==> src/rtl/grf_pkg.sv <==
// Shared constants and types for the general register file with pending-write scoreboard.
package grf_pkg;

  localparam int DATA_W_DEF = 32;
  localparam int ADDR_W_DEF = 5;
  localparam int PEND_W_DEF = 2;

  // Architectural zero register: reads as 0, never written, never pending.
  localparam int REG_ZERO = 0;

  typedef logic [PEND_W_DEF-1:0] pend_cnt_t;

endpackage

==> src/rtl/grf_read_port.sv <==
// One read port: zero-register check, optional W->D bypass mux and ready flag.
module grf_read_port
  import grf_pkg::*;
#(
  parameter int DATA_W = DATA_W_DEF,
  parameter int ADDR_W = ADDR_W_DEF,
  parameter int BYPASS = 1
) (
  input  logic [ADDR_W-1:0] rd_addr,
  input  logic              wr_en,
  input  logic [ADDR_W-1:0] wr_addr,
  input  logic [DATA_W-1:0] wr_data,
  input  logic [DATA_W-1:0] rf_data,
  input  logic              cnt_zero,
  input  logic              cnt_one,
  output logic [DATA_W-1:0] rd_data,
  output logic              rd_ready
);

  logic is_zero;
  logic hit;

  // Select register-zero constant, bypassed W data or array data; a forwarded
  // write only makes the operand final when it is the last one outstanding.
  always_comb begin
    is_zero = (rd_addr == ADDR_W'(REG_ZERO));
    hit     = (BYPASS != 0) && wr_en && (wr_addr == rd_addr);
    if (is_zero) begin
      rd_data = '0;
    end else if (hit) begin
      rd_data = wr_data;
    end else begin
      rd_data = rf_data;
    end
    rd_ready = is_zero || cnt_zero || (hit && cnt_one);
  end

endmodule

==> src/rtl/grf_scoreboard.sv <==
// General register file with N read ports, W-stage bypass and per-register
// pending-write counters feeding the hazard unit.
//
// Issue handshake: issue_en is the valid, issue_ready the ready; an issue is
// accepted (counter incremented) only in a cycle where both are high.
// issue_ready does not depend on issue_en, and a refused issue has no effect,
// so the hazard unit must hold the instruction upstream until ready.
module grf_scoreboard
  import grf_pkg::*;
#(
  parameter int DATA_W = DATA_W_DEF,
  parameter int ADDR_W = ADDR_W_DEF,
  parameter int NUM_RD = 2,
  parameter int BYPASS = 1,
  parameter int PEND_W = PEND_W_DEF
) (
  input  logic                     clk,
  input  logic                     reset,
  input  logic [NUM_RD*ADDR_W-1:0] rd_addr,
  input  logic [NUM_RD-1:0]        rd_use,
  output logic [NUM_RD*DATA_W-1:0] rd_data,
  output logic [NUM_RD-1:0]        rd_ready,
  output logic                     stall,
  input  logic                     wr_en,
  input  logic [ADDR_W-1:0]        wr_addr,
  input  logic [DATA_W-1:0]        wr_data,
  input  logic                     issue_en,
  input  logic [ADDR_W-1:0]        issue_addr,
  output logic                     issue_ready,
  output logic                     err_underflow
);

  localparam int NUM_REGS = 1 << ADDR_W;
  localparam logic [PEND_W-1:0] CNT_MAX = '1;

  logic [DATA_W-1:0] rf_q  [NUM_REGS];
  logic [DATA_W-1:0] rf_d  [NUM_REGS];
  logic [PEND_W-1:0] cnt_q [NUM_REGS];
  logic [PEND_W-1:0] cnt_d [NUM_REGS];
  logic              err_q;
  logic              err_d;

  logic                wr_act;
  logic                issue_acc;
  logic [NUM_REGS-1:0] inc_vec;
  logic [NUM_REGS-1:0] dec_vec;

  assign wr_act      = wr_en && (wr_addr != ADDR_W'(REG_ZERO));
  assign issue_ready = (issue_addr == ADDR_W'(REG_ZERO)) || (cnt_q[issue_addr] != CNT_MAX);
  assign issue_acc   = issue_en && issue_ready && (issue_addr != ADDR_W'(REG_ZERO));

  // One-hot increment/decrement requests; register 0 never takes part.
  always_comb begin
    inc_vec = '0;
    dec_vec = '0;
    if (issue_acc) inc_vec[issue_addr] = 1'b1;
    if (wr_act)    dec_vec[wr_addr]    = 1'b1;
  end

  // Next array contents, counters and sticky underflow flag.
  always_comb begin
    rf_d  = rf_q;
    cnt_d = cnt_q;
    err_d = err_q;
    if (wr_act) rf_d[wr_addr] = wr_data;
    for (int r = 1; r < NUM_REGS; r++) begin
      if (inc_vec[r] && !dec_vec[r]) begin
        cnt_d[r] = cnt_q[r] + PEND_W'(1);
      end else if (dec_vec[r] && !inc_vec[r]) begin
        if (cnt_q[r] == '0) begin
          err_d = 1'b1;
        end else begin
          cnt_d[r] = cnt_q[r] - PEND_W'(1);
        end
      end
    end
  end

  // State registers; reset overrides any same-cycle write or issue.
  always_ff @(posedge clk) begin
    if (reset) begin
      rf_q  <= '{default: '0};
      cnt_q <= '{default: '0};
      err_q <= 1'b0;
    end else begin
      rf_q  <= rf_d;
      cnt_q <= cnt_d;
      err_q <= err_d;
    end
  end

  assign err_underflow = err_q;

  for (genvar i = 0; i < NUM_RD; i++) begin : g_rd
    logic [ADDR_W-1:0] addr_i;
    logic              cnt_zero_i;
    logic              cnt_one_i;

    assign addr_i     = rd_addr[i*ADDR_W +: ADDR_W];
    assign cnt_zero_i = (cnt_q[addr_i] == '0);
    assign cnt_one_i  = (cnt_q[addr_i] == PEND_W'(1));

    grf_read_port #(
      .DATA_W (DATA_W),
      .ADDR_W (ADDR_W),
      .BYPASS (BYPASS)
    ) u_port (
      .rd_addr  (addr_i),
      .wr_en    (wr_en),
      .wr_addr  (wr_addr),
      .wr_data  (wr_data),
      .rf_data  (rf_q[addr_i]),
      .cnt_zero (cnt_zero_i),
      .cnt_one  (cnt_one_i),
      .rd_data  (rd_data[i*DATA_W +: DATA_W]),
      .rd_ready (rd_ready[i])
    );
  end

  assign stall = |(rd_use & ~rd_ready);

endmodule
==> config.mk <==
export PLATFORM = sky130hd
export DESIGN_NAME = grf_scoreboard
export DESIGN_NICKNAME = d
export VERILOG_FILES = /design/src/rtl/grf_pkg.sv /design/src/rtl/grf_read_port.sv /design/src/rtl/grf_scoreboard.sv
export SDC_FILE = /design/constraint.sdc
export NUM_CORES = 2
export LEC_CHECK = 0
export CAP_MARGIN = 20
export CORE_MARGIN = 2
export CORE_UTILIZATION = 57
export DETAILED_ROUTE_END_ITERATION = 16
export PLACE_DENSITY_LB_ADDON = 0.08
export SETUP_SLACK_MARGIN = 0.5
export SLEW_MARGIN = 30
export SYNTH_ARGS = -nofsm -noshare
export SYNTH_HDL_FRONTEND = slang
export SYNTH_HIERARCHICAL = 1
export SYNTH_SLANG_ARGS = --single-unit
==> constraint.sdc <==
create_clock -name clk -period 3.4 [get_ports clk]
set_input_delay 0.68 -clock clk [delete_from_list [all_inputs] [get_ports clk]]
set_output_delay 0.68 -clock clk [all_outputs]
set_load 0.01 [all_outputs]
# Yosys cells after proc, flatten, opt, wreduce, memory -nomap -nowiden
# Index checks and enable logic that the tools add are counted.
[word_totals]
inputBits = 58
reg_bits = 1087
[op_classes]
n_bitwise = 6
reduce_logical = 240
n_addsub = 62
n_lt_le_gt_ge = 9
muxes = 214
eq_ne = 36
[ops]
columns = ["operator", "n"]
rows = [
  ["bitwise mux 1024 bit", 1],
  ["2-to-1 mux 32 bit", 11],
  ["binary-select mux 32 bit (select 5 bit)", 2],
  ["2-to-1 mux 2 bit", 99],
  ["demux 32 bit (select 5 bit)", 1],
  ["2-to-1 mux 1 bit", 95],
  ["logical AND 1 bit", 72],
  ["zero test 2 bit", 33],
  ["inequality test 2 bit, second input constant", 32],
  ["adder 2 x 1 -> 2 bit, second input constant", 31],
  ["zero test 1 bit", 62],
  ["AND reduction 2 bit", 31],
  ["nonzero test 2 bit", 31],
  ["subtractor 2 x 1 -> 2 bit, second input constant", 31],
  ["binary-select mux 2 bit (select 5 bit)", 3],
  [">= comparator 6 bit, second input constant", 4],
  ["NOT 5 -> 6 bit", 4],
  ["zero test 5 bit", 3],
  ["less-than comparator 5 x 6 -> 1 bit, second input constant", 2],
  ["demux 1 bit (select 5 bit)", 2],
  ["equality test 5 bit", 2],
  [">= comparator 5 x 1 -> 1 bit, second input constant", 2],
  ["nonzero test 5 bit", 2],
  ["less-than comparator 6 x 1 -> 1 bit, second input constant", 1],
  ["other kinds (5)", 10],
]

# Depth between registers and ports, before layout
[logic_depth]
depth_word = 103
ltp_mapped = 15
ltp_nobuf = 11

# Modules after synthesis
# Netlist, hierarchy kept.
[modules_own_cells]
columns = ["mod", "area_per_inst_um2", "cells_each", "instances", "seq_area_each_um2"]
rows = [
  ["grf_scoreboard", 57198.6, 6156, 1, 21760.9],
  ["grf_read_port", 655.6, 124, 2, 0.0],
]

# Least setup slack after synthesis
# OpenSTA, ideal clock, no wires.
[synth_timing]
path_type = "input -> output"
startpoint = "input port rd_addr[1]"
endpoint = "output port rd_data[23]"
arrival_ns = 2.795
cell_stages = 8
required_ns = 2.720
path_slack_ns = -0.075
cell_sequence = "buf_2 > clkbuf_1 > clkbuf_1 > mux4_2 > mux4_2 > mux2_2 > nand2_1 > o21ai_0"
[synth_via]
elab_chain_cells = 6
word_cells_on_any_way = 9
[synth_rtl]
columns = ["element", "line_no", "text"]
rows = [
  ["start: declaration", "grf_scoreboard.sv:19", "input logic [NUM_RD*ADDR_W-1:0] rd_addr,"],
  ["NOT 5 -> 6 bit (not written as such)", "grf_scoreboard.sv:112", ".rf_data (rf_q[addr_i]),"],
  ["binary-select mux 32 bit (select 5 bit)", "grf_scoreboard.sv:112", ""],
  ["2-to-1 mux 32 bit (not written as such) (2 in a row)", "grf_scoreboard.sv:112", ""],
  ["2-to-1 mux 32 bit", "grf_read_port.sv:30", "end else if (hit) begin"],
  ["2-to-1 mux 32 bit (*)", "grf_read_port.sv:28", "if (is_zero) begin"],
  ["end: declaration", "grf_scoreboard.sv:21", "output logic [NUM_RD*DATA_W-1:0] rd_data,"],
]
# Every way passes the cells marked *; elsewhere a longest branch is shown, timed or not. The select of a mux whose other input is x is not followed.

# Worst setup path after layout
[layout_timing]
startpoint = "input port rd_addr[0]"
endpoint = "output port rd_data[5]"
# Same word-level chain as after synthesis.

==> metrics <==
status=complete, but fails checks; failing checks=negative setup slack; layout cells sized above 1=30.12%; CTS clk-pin slew, worst paths=around 0.060 ns; first-pass GRT wire length=348.6 mm; synthesized area=58,510 um^2; worst slew pin tran=0.9264 ns; post-route antenna net violation count=0; Pins Over Slew Limit=0; Avg Inst Size Synth=9.136 um^2; total power=0.02953 W; final core occ=about 71%; RSZ-0062 raised after global routing=true; combinational fraction of design power=between 10% and 20%; final setup violation count=67; Net count, final=slightly below 7,000; Crit path max-delay family=multiplexers; Buf+Inv Stages, Crit Path=6; Worst slew margin=38.24%; die height=324.4 um; non-filler cells, final=8,210; slowest stage delay, CP=0.54 ns; Worst-Skew Late Latency=roughly 0.75 ns; leakage=25.21 nW; synth unique cells=48; post-synthesis sequential area ratio=37.19%; Initial Utilization=57.51%; CP Capture Type=primary output; CTS tree=yes; CP Data Required Time=2.72 ns; num rows=117; final WL=240.6 mm; clk_skew=~0.018 ns; GP Congestion=0.9871; Vias/cell=6.789; Hold Crit Class=in2reg; Max Freq=between 200 and 300 MHz; Synth Warn #=6; Die Area=about 110,000 um^2; clock share of power=around 46%; critical path startpoint category=primary input; Yosys top cell area share=37.19%; maximum clock path buffer count=3; Core Box Area=101,700 um^2; Placed Cells=7,798; critical path, cell by cell=buf_16 > buf_12 > buf_12 > buf_4 > mux4_2 > mux4_2 > mux2_4 > nand2_4 > buf_12 > o21ai_4 > buf_6; Synth area leaders=dfxtp_1 37%, mux4_2 26%, nand2_1 14%, a21oi_1 9.0%, clkbuf_1 2.3%; root buf cell=clkbuf_16; initial antenna violation count=7; first-pass iteration count of the detailed router=7; CTS Buf Count=117; most common cell in the netlist=nand2_1; Gate Count Post-Synth=6,404; Iteration-0 DRC Markers=8,380; Setup TNS Final=-10.03 ns; post-route setup slack=-0.2737 ns; # IOs=127; top post-synthesis cells by count=2,121 x nand2_1, 1,087 x dfxtp_1, 1,054 x a21oi_1; drc violations=0; hold_ws=0.3070 ns; Hold Vio Cnt, Final=0; total number of vias=55,740; Seq pwr share=43.6%; CP arrival=2.99 ns; internal power=0.02200 W; prevailing post-synth register cell=dfxtp_1; EDFF count, synth=0; gr ovfl total=0; Worst VDD drop=407.3 uV; switching part of the total=25.48%; critical path's slowest cell=mux4_2; Wirelength per Cell=29.31 um; CTS sink cnt=1,087; H-tree depth=3; Port Buffers=126; ys async rst share=0%; Critical Path Fanout Max=8; largest net degree at the start of global routing=roughly 140; final-layout fill cell count=7,425; gr usage total=between 40% and 50%; Yosys reg bits=1,087; fin crit period=3.674 ns; most frequent cell on the critical path=buf_12; Final period util=108.0%; DP Wirelength=between 100 and 150 mm; Synth area leader=dfxtp_1; die width=324.4 um; CP Class=in2out; number of global-route vias before repair=52,720; switching power=0.007525 W; PD cells=406.2 nW/um^2; Syn Nets=between 6,000 and 7,000; max-cap violation count=0; Area growth syn-to-layout=24.24%
## cell type report
| class | count | area, um^2 | area share, % |
|---|---|---|---|
| multi-input combinational | 4646 | 35560 | 48.92 |
| sequential | 1087 | 21820 | 30.01 |
| timing repair buffer | 839 | 9399 | 12.93 |
| clock buffer | 174 | 3486 | 4.795 |
| tap | 1368 | 1712 | 2.355 |
| clock inverter | 46 | 540.5 | 0.7436 |
| inverter | 44 | 165.2 | 0.2272 |
| antenna | 6 | 15.01 | 0.02065 |
## worst reg2reg max path, delay by kind of cell, from the launching register on
kind	cells	cell delay (ns)
compound gates	2	0.33
buf+inv	5	0.79
flops	1	0.37
mux	1	0.51
fa+ha+maj	1	0.24
simple gates	6	0.83
## power by group through the flow
stage | clock, W | combinational [W] | sequential, W
finish | 0.0135 | 0.00313 | 0.0129
global route | 0.0140 | 0.00321 | 0.0129
CTS | 0.0135 | 0.00296 | 0.0129
detailed placement | 0 | 0.00257 | 0.0132
global placement | 0 | 0.00255 | 0.0132
floorplan | 0 | 0.00159 | 0.0131
## path summary, 6_finish.rpt
path                                from                        to  slack, ns  depth (start not counted)
setup / recovery              rd_addr[0]                rd_data[5]      -0.27                         11
hold / removal                     reset    rf_q[272]$_SDFFE_PP0P_       0.31                          2
setup reg to reg  cnt_q[26]$_SDFFE_PP0P_  err_underflow$_SDFF_PP0_       0.24                         15
hold reg to reg    rf_q[60]$_SDFFE_PP0P_     rf_q[60]$_SDFFE_PP0P_       0.46                          2
## what timing repair did
action / 4_1_cts / 5_1_grt
cloned: 26 / 3
hold buffers: 0 / 0
pin swaps: 30 / 69
hold endpoints to repair: 0 / 0
endpoints found under the setup margin: 93 / 121
resized for setup: 678 / 190
setup buffers: 120 / 37
## layout by cell type, fill, tap and decap left out, types with 25 or more instances in the layout
cell	instances
clkbuf_16	123
clkbuf_1	26
nor4b_1	25
clkbuf_8	28
dfxtp_2	27
dfxtp_1	1054
buf_8	34
a21oi_1	1054
o21ai_0	114
nand2_1	2030
ha_1	39
nand4_1	68
nor2_1	72
buf_12	120
inv_2	32
buf_6	110
buf_4	422
nand2_2	67
buf_2	59
o21ai_2	56
clkdlybuf4s50_1	42
mux4_2	670
mux2_4	64
buf_16	42
nor2b_1	96
## metal layers
layer	GRT usage, %	routed length (um)	share of wire (%)
met4	29.79	19650	8.2
met2	64.40	101700	42
met1	57.51	83580	35
met3	13.38	35670	15
met5	0.5888	92	0.038
## sequential cells by signal, indices dropped and copies added (netlist names)
signal,flops
err_underflow,1
cnt_q,62
rf_q,1024
## metrics by stage
step / area [um^2] / worst slack, ns
after floorplan: 59780 / 0.2449
after global placement: 64520 / -0.7236
after detailed placement: 64520 / -0.7480
after CTS: 71590 / -0.2481
after global routing: 72680 / -0.2696
final: 72690 / -0.2737
## kinds of logic after synthesis
kind of cell / Yosys count / synth area share (%)
and+or+nand+nor: 2488 / 17.49
AOI/OAI and AO/OA: 1313 / 11.53
DFF: 1087 / 37.19
buffers and inverters: 671 / 4.617
adders and majority gates: 62 / 1.326
xor gates and xnor gates: 10 / 0.1497
muxes: 773 / 27.70
No activity file was read; power rests on OpenSTA's default activity.
